File: config.mk
export PLATFORM = sky130hd
export DESIGN_NAME = pio_cycle_controller
export DESIGN_NICKNAME = d
export VERILOG_FILES = /design/src/rtl/pio_ctrl_pkg.sv /design/src/rtl/pio_sync2.sv /design/src/rtl/pio_cycle_controller.sv
export SDC_FILE = /design/constraint.sdc
export NUM_CORES = 1
export LEC_CHECK = 0
export CORE_MARGIN = 10
export CORE_UTILIZATION = 25
export CTS_BUF_LIST = sky130_fd_sc_hd__clkbuf_4 sky130_fd_sc_hd__clkbuf_8
export DETAILED_ROUTE_END_ITERATION = 12
export MAX_ROUTING_LAYER = met4
export PLACE_DENSITY = 0.53
export SLEW_MARGIN = 20
export SYNTH_ARGS = -nofsm -noshare
export SYNTH_HDL_FRONTEND = slang
export SYNTH_SLANG_ARGS = --single-unit
File: constraint.sdc
create_clock -name clk -period 1.5 [get_ports clk]
set_input_delay 0.3 -clock clk [delete_from_list [all_inputs] [get_ports clk]]
set_output_delay 0.3 -clock clk [all_outputs]
set_load 0.05 [all_outputs]
File: src/rtl/pio_ctrl_pkg.sv
// Shared definitions for the I/O-page cycle controller: FSM state encoding,
// region indices and the wait-state table reset values.
package pio_ctrl_pkg;

    typedef enum logic [1:0] {
        ST_IDLE  = 2'd0,
        ST_COUNT = 2'd1,
        ST_ACK   = 2'd2,
        ST_BERR  = 2'd3
    } pio_state_e;

    localparam int NUM_REGIONS = 8;

    // Several peripherals share a region because they share a timing class.
    localparam logic [2:0] RGN_POST    = 3'd0;
    localparam logic [2:0] RGN_OUTP    = 3'd0;
    localparam logic [2:0] RGN_PIO2    = 3'd0;
    localparam logic [2:0] RGN_SPI     = 3'd0;
    localparam logic [2:0] RGN_UART    = 3'd1;
    localparam logic [2:0] RGN_PIT     = 3'd1;
    localparam logic [2:0] RGN_PCF     = 3'd1;
    localparam logic [2:0] RGN_OVERLAY = 3'd1;
    localparam logic [2:0] RGN_USB     = 3'd2;
    localparam logic [2:0] RGN_INTC    = 3'd3;

    localparam logic [3:0] WS_RST_R0    = 4'd1;
    localparam logic [3:0] WS_RST_R1    = 4'd3;
    localparam logic [3:0] WS_RST_R2    = 4'd4;
    localparam logic [3:0] WS_RST_R3    = 4'd0;
    localparam logic [3:0] WS_RST_UPPER = 4'd15;

    function automatic logic [3:0] ws_reset_val(input logic [2:0] idx);
        logic [3:0] val;
        case (idx)
            3'd0:    val = WS_RST_R0;
            3'd1:    val = WS_RST_R1;
            3'd2:    val = WS_RST_R2;
            3'd3:    val = WS_RST_R3;
            default: val = WS_RST_UPPER;
        endcase
        return val;
    endfunction

endpackage

File: src/rtl/pio_sync2.sv
// Two-flop synchronizer; asynchronous reset drives both flops to RST_VAL,
// which callers set to the input's inactive level.
module pio_sync2 #(
    parameter logic RST_VAL = 1'b1
) (
    input  logic clk_i,
    input  logic rst_i,
    input  logic d_i,
    output logic q_o
);

    logic meta_q;
    logic sync_q;

    always_ff @(posedge clk_i or posedge rst_i) begin
        if (rst_i) begin
            meta_q <= RST_VAL;
            sync_q <= RST_VAL;
        end else begin
            meta_q <= d_i;
            sync_q <= meta_q;
        end
    end

    assign q_o = sync_q;

endmodule

File: src/rtl/pio_cycle_controller.sv
// I/O-page bus-cycle sequencer: per-region wait states, optional ext_ready
// handshake, DTACK/BERR generation. Define PIO_BERR_EN to build the timeout.
module pio_cycle_controller
    import pio_ctrl_pkg::*;
#(
    parameter int         WS_WIDTH       = 4,
    parameter int         TIMEOUT_CYCLES = 255,
    parameter logic [7:0] EXT_MASK       = 8'b0000_0100
) (
    input  logic                clk,
    input  logic                reset,
    input  logic                as_n,
    input  logic                cs,
    input  logic                rw_n,
    input  logic [2:0]          adm,
    input  logic                ext_ready,
    input  logic                ws_we,
    input  logic [2:0]          ws_sel,
    input  logic [WS_WIDTH-1:0] ws_data,
    output logic                dtack_n,
    output logic                berr_n,
    output logic                cycle_active,
    output logic [2:0]          region,
    output logic                cycle_rw_n
);

    generate
        if (TIMEOUT_CYCLES < 16 || TIMEOUT_CYCLES > 65535) begin : g_bad_timeout
            $error("pio_cycle_controller: TIMEOUT_CYCLES out of range 16..65535");
        end
    endgenerate

    logic as_n_sync;
    logic as_sync;

    pio_sync2 #(.RST_VAL(1'b1)) u_as_sync (
        .clk_i (clk),
        .rst_i (reset),
        .d_i   (as_n),
        .q_o   (as_n_sync)
    );

    assign as_sync = ~as_n_sync;

    logic [WS_WIDTH-1:0] ws_q [NUM_REGIONS];

    always_ff @(posedge clk or posedge reset) begin
        if (reset) begin
            for (int i = 0; i < NUM_REGIONS; i++) begin
                ws_q[i] <= WS_WIDTH'(ws_reset_val(3'(i)));
            end
        end else if (ws_we) begin
            ws_q[ws_sel] <= ws_data;
        end
    end

    pio_state_e          state_q, state_d;
    logic [WS_WIDTH-1:0] cnt_q, cnt_d;
    logic [2:0]          region_q, region_d;
    logic                rw_q, rw_d;

`ifdef PIO_BERR_EN
    localparam int TMO_W = $clog2(TIMEOUT_CYCLES);
    logic [TMO_W-1:0] tmo_q, tmo_d;

    always_ff @(posedge clk or posedge reset) begin
        if (reset) begin
            tmo_q <= '0;
        end else begin
            tmo_q <= tmo_d;
        end
    end
`endif

    always_ff @(posedge clk or posedge reset) begin
        if (reset) begin
            state_q  <= ST_IDLE;
            cnt_q    <= '0;
            region_q <= 3'd0;
            rw_q     <= 1'b1;
        end else begin
            state_q  <= state_d;
            cnt_q    <= cnt_d;
            region_q <= region_d;
            rw_q     <= rw_d;
        end
    end

    always_comb begin
        state_d  = state_q;
        cnt_d    = cnt_q;
        region_d = region_q;
        rw_d     = rw_q;
`ifdef PIO_BERR_EN
        tmo_d    = tmo_q;
`endif
        case (state_q)
            ST_IDLE: begin
                if (as_sync && cs) begin
                    region_d = adm;
                    rw_d     = rw_n;
                    cnt_d    = ws_q[adm];
`ifdef PIO_BERR_EN
                    tmo_d    = '0;
`endif
                    state_d  = ST_COUNT;
                end
            end
            ST_COUNT: begin
                // Only the host strobe ends a cycle; cs dropping is ignored.
                if (!as_sync) begin
                    state_d = ST_IDLE;
                end
`ifdef PIO_BERR_EN
                else if (tmo_q == TMO_W'(TIMEOUT_CYCLES - 1)) begin
                    state_d = ST_BERR;
                end
`endif
                else if (cnt_q == '0 && (!EXT_MASK[region_q] || ext_ready)) begin
                    state_d = ST_ACK;
                end else begin
                    cnt_d = (cnt_q == '0) ? cnt_q : cnt_q - 1'b1;
`ifdef PIO_BERR_EN
                    tmo_d = tmo_q + 1'b1;
`endif
                end
            end
            ST_ACK, ST_BERR: begin
                if (!as_sync) begin
                    state_d = ST_IDLE;
                end
            end
            default: state_d = ST_IDLE;
        endcase
    end

    // Outputs decode the state register directly, so they reset asynchronously.
    assign dtack_n      = (state_q != ST_ACK);
`ifdef PIO_BERR_EN
    assign berr_n       = (state_q != ST_BERR);
`else
    assign berr_n       = 1'b1;
`endif
    assign cycle_active = (state_q != ST_IDLE);
    assign region       = region_q;
    assign cycle_rw_n   = rw_q;

endmodule
Yosys cells after proc, flatten, opt, wreduce, memory -nomap -nowiden
Memory sizes are Yosys's and may differ from the RTL's.
Cells that the tools add are included.
Operators by class
  $add $sub $neg: 1
  $mul: 0
  div/mod/pow operators: 0
  $lt $le $gt $ge: 4
  eq/ne operators: 10
  shift operators: 0
  mux-type cells: 17
  bitwise logic cells: 3
  reduce and logical (&&, ||, !) cells: 13
Operators by type and width (number)
  bitwise mux 32 bit: 1
  2-to-1 mux 4 bit: 7
  binary-select mux 4 bit (select 3 bit): 1
  demux 4 bit (select 3 bit): 1
  != test 2 bit, second input constant: 5
  greater-or-equal comparator 4 bit, second input constant: 2
  2-to-1 mux 2 bit: 4
  NOT 3 -> 4 bit: 2
  case mux 4 bit (2 select lines): 1
  case mux 2 bit (3 select lines): 1
  AND reduction 5 bit: 1
  equality test 2 bit, second input constant: 2
  logical NOT 4 bit: 1
  less-than comparator 3 x 4 -> 1 bit, second input constant: 1
  less-than comparator 4 x 1 -> 1 bit, second input constant: 1
  nonzero test 2 bit: 2
  subtractor 4 x 1 -> 4 bit, second input constant: 1
  logical AND 1 bit: 3
  != test 3 x 2 -> 1 bit, second input constant: 1
  AND reduction 3 bit: 1
  equality test 2 x 1 -> 1 bit, second input constant: 1
  logical NOT 2 bit: 1
  != test 2 x 1 -> 1 bit, second input constant: 1
  AND reduction 2 bit: 1
  other kinds (5): 5
Word-level totals
  bits in registers: 44
  latch bits: 0
  RAM bits: 0
  bits in read-only memories: 8
  input port bits: 17
  output and inout port bits: 7
  logic and storage cells: 63
  memories kept: 1
Memories
  (no name shown): depth 8, bits a word 1, rd ports 1, clocked after memory_dff 0, write ports 0, RTL line pio_cycle_controller.sv:119  | else if (cnt_q == '0 && (!EXT_MASK[region_q] || ext_ready)) begin

Longest topological paths before layout
Gate-level depths: netlist (run 1).
  depth after elaboration: 8
  mapped depth: 6

Hierarchy
Synthesis (run 1) repeated with hierarchy kept, for this count alone.
Unflattened totals
  cells, all modules: 144
  area, all modules: 2124.5 µm²
By module, submodules not included
  pio_cycle_controller: instances 1, cells each 141, area an instance 2068.2 µm², sequential area each 1077.3 µm²
  pio_sync2: instances 1, cells each 3, area an instance 56.3 µm², sequential area each 52.6 µm²

Least setup slack after synthesis (run 1)
No wires, ideal clock.
  path kind: flip-flop to flip-flop
  start: reg cnt_q[0]
  end: reg state_q[0]
  library setup time: 0.118 ns
  arrival: 1.452 ns
  data required time: 1.382 ns
  slack: -0.070 ns
  cell stages (with the launch flop): 7
  clock period less this slack: 1.570 ns
  path through: dfrtp_1 inv_1 ha_1 or3b_1 o21ai_0 o21ai_0 a21o_1
Between the ends
  cells in the longest elaborated chain, start to end: 4
RTL lines
  from (decl): RTL line pio_cycle_controller.sv:58  | logic [WS_WIDTH-1:0] cnt_q, cnt_d;
  from (signal assigned): RTL line pio_cycle_controller.sv:83  | cnt_q <= cnt_d;
  logical NOT 4 bit: RTL line pio_cycle_controller.sv:119
  logical AND 1 bit: RTL line pio_cycle_controller.sv:119
  != test 3 x 2 -> 1 bit (no source line)
  AND reduction 3 bit (no source line)
  to (signal assigned): RTL line pio_cycle_controller.sv:82  | state_q <= state_d;
  to (decl): RTL line pio_cycle_controller.sv:57  | pio_state_e state_q, state_d;
Every way passes these cells.
A chain may end at the register's enable or synchronous reset.

Worst setup path after layout (run 1)
  start: reg cnt_q[0]
  end: reg cnt_q[0]
Between the ends
  cells in the longest elaborated chain, start to end: 5
  elaborated cells on any way between the ends: 10
  classes of those cells: add/sub: 1; eq/ne: 2; mux: 4; reduce/logical: 3
RTL lines
  subtractor 4 x 1 -> 4 bit: RTL line pio_cycle_controller.sv:122  | cnt_d = (cnt_q == '0) ? cnt_q : cnt_q - 1'b1;
  2-to-1 mux 4 bit: RTL line pio_cycle_controller.sv:122
  2-to-1 mux 4 bit: RTL line pio_cycle_controller.sv:119
  2-to-1 mux 4 bit: RTL line pio_cycle_controller.sv:111  | if (!as_sync) begin
  case mux 4 bit (2 select lines): RTL line pio_cycle_controller.sv:97  | case (state_q)
Parallel ways exist; a longest one is shown, timed or not. The select of a mux whose other input is x is not followed.

==> impl_results.md, run 1 <==
* Routability congestion estimate at approximately 0.74
* Synth async-reset ratio at 1.00
* Post-synth EDFFs at 0
* Final Critical Period at around 1600 ps
* Max VDD drop at between 400 and 500 uV
* Synth top area share at 0.285
* Net Count, Synth at 161
* H-tree depth at 2
* CTS Sinks at 44
* P per Cell Area at approximately 1300 nW/um2
* Design Area, Final at about 2900 um2
* Count leader, synth: mux2_2
* Synthesized cell area at approximately 2100 um2
* Tcrit/Tclk final at 1.07
* Rows at 33
* Post-synthesis xor/xnor area fraction at 0
* Worst path max stage delay at ~420 ps
* Avg Cell Area, Syn at ~15 um2
* Maxcap violations at 0
* Ratio of cells with drive above 1 in the final layout at 0.608
* CTS tree: done
* Clock root buffer: clkbuf_8
* Clk_lat worst skew at 300 ps
* Cell count after synthesis at approximately 140
* Worst min-delay path class: flip-flop to flip-flop
* CP Capture Type: flip-flop
* Placed cell area at ~2700 um2
* Yosys warns at 0
* DRT antenna net count at 0
* Hold Vio Cnt, Final at 0
* Yosys reg bits at 44
* Complex-gate fraction of the synthesized area at 0.0437
* Hold Crit Depth at 0
* Placed Cells at 292
* Finish-stage setup viols at 4
* Power, Total at between 3000 and 4000 uW
* Initial antenna violation count at 0
* Core area at just over 8000 um2
* Number of global-route vias before repair at between 1500 and 2000
* Initial core utilization at 0.258
* Diodes inserted at 0
* Mux share of post-synthesis cell area at 0.314
* CP top delay family: compound AO/OA/AOI/OAI gates
* Unrepaired setup endpoints after global routing: true
* Levels on crit path at 6
* Clk pin slew, worst setup/hold paths at roughly 90 ps
* DRT iter0 DRCs at 53
* Gr usage total at 0.0787
* Reg2Reg Depth at 6
* CP required at around 1700 ps
* Dpl hpwl at approximately 3.4 mm
* Top cells by count, synth: mux2_2, dfstp_2, dfrtp_1
* Worst-path fanout max at 4
* Drt first pass iters at 4
* Crit Path Category: flip-flop to flip-flop
* Drc violations at 0
* Leakage at around 0.0012 uW
* Hold buffer count at CTS at 0
* Routed len/inst at 15.6 um
* Buf/Inv on CP at 1
* TritonCTS Buffers at 5
* Global-route wire length before repair at 7.88 mm
* Main combinational cell family by area after synthesis: multiplexers
* Via Count at 1372
* Drt via density at 4.51
* Post-layout util at 0.356
* Final worst slack at -105 ps
* Synth cell types at 35
* Area growth from synthesis to layout at 37.9%
* Layout Nets at 216
* Setup crit start kind: flip-flop
* Fin cells at just over 300
* Post-Synth Simple-Gate Area at 0.0820
* Critical Path AT at about 1800 ps
* Die X at 112 um
* Global route overflow at 0
* Fin. max-slew vios at 0
* Die footprint at between 10000 and 15000 um2
* Io pins at 24
* Seq/Total Area, Yosys at 0.533
* Max clock buf depth at 2
* Synth Area in Adders at 0.00590
* CP max-delay cell: dfrtp_1
* Largest net degree at the start of global routing at 45
* F_max at 0.623 GHz
* Failing checks: negative setup slack
* Total wire length at 4.73 mm
* Status: finished, violations left
* Top_reg_cell synth: dfstp_2
* Area contributors post-synth: dfstp_2, dfrtp_1, mux2_2, mux4_1, mux2i_1
* I/O Buffers at 22
* Setup Skew at roughly 10 ps
* Critical path cell sequence: inv_2 -> ha_4 -> or3b_4 -> a21o_4 -> a21oi_4 -> a21oi_2
* Die height at roughly 110 um
* Largest area contributor in the netlist: dfstp_2
-- routing by layer --
metal / vias to the layer above / routed length (um) / GRT usage
met2: 34 / 2190 / 0.121
met5: - / 0 / -
met1: 687 / 2300 / 0.0997
met4: 0 / 36 / 0.0178
met3: 4 / 202 / 0.0229
li1: 647 / - / -
-- state kept, by name, indices dropped and copies added, names as in the netlist --
name,flops
cycle_rw_n,1
ws_q,32
region,3
u_as_sync.q_o,1
cnt_q,4
state_q,2
u_as_sync.meta_q,1
-- power by group --
group | internal (uW) | leakage, uW | switching (uW) | total, uW
registers | 1560 | 0.000491 | 188 | 1750
clock network | 330 | 0.0000404 | 430 | 760
logic | 728 | 0.000683 | 532 | 1260
total | 2620 | 0.00121 | 1150 | 3770
-- per-stage QoR --
step | setup TNS (ps) | hold WS, ps | setup slack (ps)
floorplan | 0 | 304 | 2.79
global placement | -6970 | 346 | -468
detailed placement | -7780 | 348 | -496
CTS | -431 | 361 | -97.5
global route | -450 | 368 | -134
finish | -312 | 359 | -105
-- cells in the final DEF (no fill, tap or decap), types with 3 or more instances in the layout --
master           instances
a21oi_1                  3
a21oi_2                  3
buf_12                   7
buf_4                   27
clkbuf_8                 5
clkdlybuf4s50_1         13
dfrtp_1                 19
dfstp_2                 23
inv_1                    3
mux2_2                  37
mux2i_1                  7
mux4_1                   6
nand4b_1                 3
nor2_1                   3
nor3b_2                  3
-- cell type report --
type | count | area (um2)
clock inverter | 3 | 23.8
timing repair buffer | 52 | 551
tap | 105 | 131
fill | 788 | 5290
multi-input combinational | 91 | 1000
inverter | 4 | 15.0
sequential | 44 | 1130
clock buffer | 5 | 68.8
-- cell families (layout without fill, tap and decap cells) --
family,after synthesis,after routing
AO/OA/AOI/OAI,15,15
flip-flops,44,44
multiplexers,51,51
adder cells (fa/ha/maj),1,1
AND/OR/NAND/NOR,23,23
other,1,1
buffers and inverters,8,64
-- worst register-to-register path, stage by stage (launching register included) --
cell and delay, ps:
dfrtp_1 420, inv_2 100, ha_4 140, or3b_4 390, a21o_4 240, a21oi_4 160, a21oi_2 50
-- final timing paths --
| path | slack (ps) | end | start |
|---|---|---|---|
| max in group asynchronous | 860 | ws_q[14]$_DFFE_PP1P_ | reset |
| hold / removal | 360 | u_as_sync.q_o$_DFF_PP1_ | u_as_sync.meta_q$_DFF_PP1_ |
| hold reg to reg | 360 | u_as_sync.q_o$_DFF_PP1_ | u_as_sync.meta_q$_DFF_PP1_ |
| setup reg to reg | -110 | cnt_q[0]$_DFFE_PP0P_ | cnt_q[0]$_DFFE_PP0P_ |
| setup / recovery | -110 | cnt_q[0]$_DFFE_PP0P_ | cnt_q[0]$_DFFE_PP0P_ |
| min in group asynchronous | 370 | state_q[1]$_DFFE_PP0P_ | reset |
-- what timing repair did --
action / 4_1_cts / 5_1_grt
endpoints found under the setup margin: 6 / 9
setup buffers: 0 / 3
pin swaps: 1 / 3
gates resized for setup: 5 / 11
cloned: 1 / 0
No activity file was read; power rests on OpenSTA's default activity.
==> inputs of run 2 (changes only) <==
Settings changed: SLEW_MARGIN 20 to default.
==> results of run 2 <==
The final DEF is identical to that of run 1; final timing and power are the same.
==> inputs of run 3 (changes only) <==
Settings changed: ABC_AREA from default to 1, MAX_ROUTING_LAYER met4 to default.
==> impl_results.md, run 3 <==
* Synth cell types at 28 (-20%)
* Max VDD drop at 629 uV (+35%)
* Clock root buffer: clkbuf_8
* Top_reg_cell synth: dfstp_2
* Global-route wire length before repair at 8.95 mm (+14%)
* Final worst slack at 74.5 ps (+180 ps)
* Via Count at 1849 (+35%)
* Leakage at 0.00134 uW (+10%)
* Placed Cells at 419 (+43%)
* Worst path max stage delay at 410 ps (about the same)
* Io pins at 24 (unchanged)
* Status: finished, final reports clean
* Rows at 34 (+3.0%)
* Internal Power at 2880 uW (+10%)
* Grt met2 use at 0.125 (+0.00372)
* Fin cells at 429 (+41%)
* CP Capture Type: output port
* Share of total power in the clock network at 0.226 (+0.024)
* Levels on crit path at 2 (-4)
* DRT iter0 DRCs at 108 (+100%)
* Power, Total at 4440 uW (+18%)
* Number of global-route vias before repair at 1883 (+24%)
* Cell count after synthesis at 288 (+100%)
* Yosys warns at 0 (unchanged)
* Net Count, Synth at 306 (+90%)
* Unrepaired setup endpoints after global routing: false
* Reg2Reg Depth at 8 (+2)
* Global route overflow at 0 (unchanged)
* Total wire length at 5.14 mm (+8.7%)
* Diodes inserted at 0 (unchanged)
* Initial antenna violation count at 0 (unchanged)
* Routability congestion estimate at 0.833 (+12%)
* Area growth from synthesis to layout at 25.5%
* Post-synth EDFFs at 0 (unchanged)
* Critical Path AT at 1130 ps (-670 ps)
* I/O Buffers at 22 (unchanged)
* Seq/Total Area, Yosys at 0.500 (-0.0327)
* Max reg flops at 32 (unchanged)
* Largest net degree at the start of global routing at 45 (unchanged)
* Ratio of cells with drive above 1 in the final layout at 0.209 (-0.399)
* Clk pin slew, worst setup/hold paths at 80 ps (about the same)
* Setup Skew at 7.21 ps (-3.01 ps)
* Initial core utilization at 0.258 (about the same)
* Layout Nets at 338 (+56%)
* Worst min-delay path class: input pin to async pin
* Synth async-reset ratio at 1.00 (unchanged)
* Synthesized cell area at 2260 um2 (+6.5%)
* GRT met3 Usage at 0.0281 (+0.00523)
* Worst-path fanout max at 3 (-1)
* CP required at 1200 ps (-490 ps)
* Finish-stage setup viols at 0 (-4)
* TritonCTS Buffers at 5 (unchanged)
* Buf/Inv on CP at 1 (unchanged)
* Largest area contributor in the netlist: dfstp_2
* Hold Vio Cnt, Final at 0 (unchanged)
* Routed len/inst at 12.0 um (-23%)
* Yosys reg bits at 44 (unchanged)
* CTS tree: done
* Biggest register: ws_q
* Dpl hpwl at 3.86 mm (+12%)
* Setup crit start kind: flip-flop
* Top Usage Layer GRT: met2
* Die footprint at 13200 um2 (+5.4%)
* Fin. max-slew vios at 0 (unchanged)
* Drt via density at 4.31 (-4.5%)
* Area contributors post-synth: dfstp_2, dfrtp_1, nand2_1, o21ai_0, inv_1
* Drt first pass iters at 4 (unchanged)
* Commonest non-fill, non-tap cell in the layout: nand2_1
* Filler cell count at 942 (+20%)
* Net Sw Frac at 0.351 (+0.0460)
* Net load switching power at 1560 uW (+35%)
* Top cells by count, synth: nand2_1, inv_1, o21ai_0
* Final Critical Period at 1430 ps (-180 ps)
* Die X at 115 um (+2.6%)
* Storage element area at 1130 um2 (-0.22%)
* Count leader, synth: nand2_1
* Comb pwr share at 0.371 (+0.037)
* Drc violations at 0 (unchanged)
* Critical path cell sequence: or2_4 -> buf_8
* CP top delay family: flip-flops
* Most frequent cells in the layout: nand2_1, inv_1, o21ai_0, nand3_1, dfstp_2
* Post-layout util at 0.324 (-0.0322)
* Gr usage total at 0.0834 (+0.00472)
* Core area at 8760 um2 (+6.7%)
* Avg Cell Area, Syn at 7.85 um2 (-47%)
* CP max-delay cell: dfrtp_1
* P per Cell Area at 1560 nW/um2 (+21%)
* Tcrit/Tclk final at 0.950 (-0.120)
* F_max at 0.702 GHz (+13%)
* Max clock buf depth at 2 (unchanged)
* H-tree depth at 2 (unchanged)
* Maxcap violations at 0 (unchanged)
* Place WS at -118 ps (+378 ps)
* Synth top area share at 0.267 (-0.0175)
* CTS Sinks at 44 (unchanged)
* DRT antenna net count at 0 (unchanged)
* Die height at 115 um (+2.6%)
* M1 GR Usage at 0.108 (+0.00853)
* Sequential power share at 0.403 (-0.061)
* Clk_lat worst skew at 300 ps (about the same)
* Crit Path Category: flip-flop to output port
* Setup TNS at 0 ps (+312 ps)
* Hold buffer count at CTS at 0 (unchanged)
* Multi-input gate area at 896 um2 (-11%)
[run 3: changes by cell type after synthesis, moves of 3 or more]
| cell | change |
|---|---|
| nor2_1 | +9 |
| nand2_1 | +84 |
| nand4b_1 | -3 |
| nand3_1 | +29 |
| o21ai_0 | +33 |
| mux4_1 | -6 |
| mux2_2 | -36 |
| mux2i_1 | -7 |
| nand2_2 | +9 |
| inv_1 | +39 |
[run 3: area by class of cell]
| type | count | share of cell area |
|---|---|---|
| multi-input combinational | 191 | 0.316 |
| sequential | 44 | 0.398 |
| clock inverter | 1 | 0.0106 |
| clock buffer | 7 | 0.0340 |
| inverter | 47 | 0.0640 |
| timing repair buffer | 31 | 0.130 |
| tap | 108 | 0.0476 |
[run 3: power by group through the flow]
stage / registers (uW) / clock network, uW / logic, uW
2_1_floorplan: 1920 / 0 / 876
3_3_place_gp: 1810 / 0 / 1580
3_5_place_dp: 1820 / 0 / 1600
4_1_cts: 1790 / 1030 / 1650
5_1_grt: 1830 / 1090 / 1850
6_report: 1790 / 1000 / 1650
[run 3: stage by stage]
step / hold WS, ps / area, um2
after detailed placement: 347 / 2680
after global placement: 346 / 2680
after global routing: 363 / 2840
final: 351 / 2840
after floorplan: 304 / 2260
after CTS: 359 / 2830
[run 3: cell families after synthesis]
kind of cell	after synthesis	synth area share
buffers and inverters	53	0.106
DFF	44	0.500
other	1	0.00166
adders and majority gates	1	0.00554
muxes	1	0.00498
AOI/OAI and AO/OA	45	0.102
and+or+nand+nor	143	0.280
[run 3: routing by layer]
metal	vias to the layer above	wire length, um
li1	956	-
met1	852	2550
met2	33	2240
met3	8	260
met4	0	87
met5	-	0
[run 3: tightest hold or removal path: cells and delay by family]
kind / cells / cell delay (ps)
buffers and inverters: 3 / 730
[run 3: path summary, 6_finish.rpt]
check,end,start,slack (ps)
max in group asynchronous,ws_q[0]$_DFFE_PP1P_,reset,880
max reg2reg,cnt_q[3]$_DFFE_PP0P_,cnt_q[0]$_DFFE_PP0P_,150
max,dtack_n,state_q[0]$_DFFE_PP0P_,70
min in group clk,u_as_sync.q_o$_DFF_PP1_,u_as_sync.meta_q$_DFF_PP1_,360
min reg2reg,u_as_sync.q_o$_DFF_PP1_,u_as_sync.meta_q$_DFF_PP1_,360
min,state_q[1]$_DFFE_PP0P_,reset,350
[run 3: timing repair]
action	CTS	global route
endpoints found under the hold margin	0	0
gates resized for setup	2	3
setup endpoints to repair	1	2
setup buffers	2	0
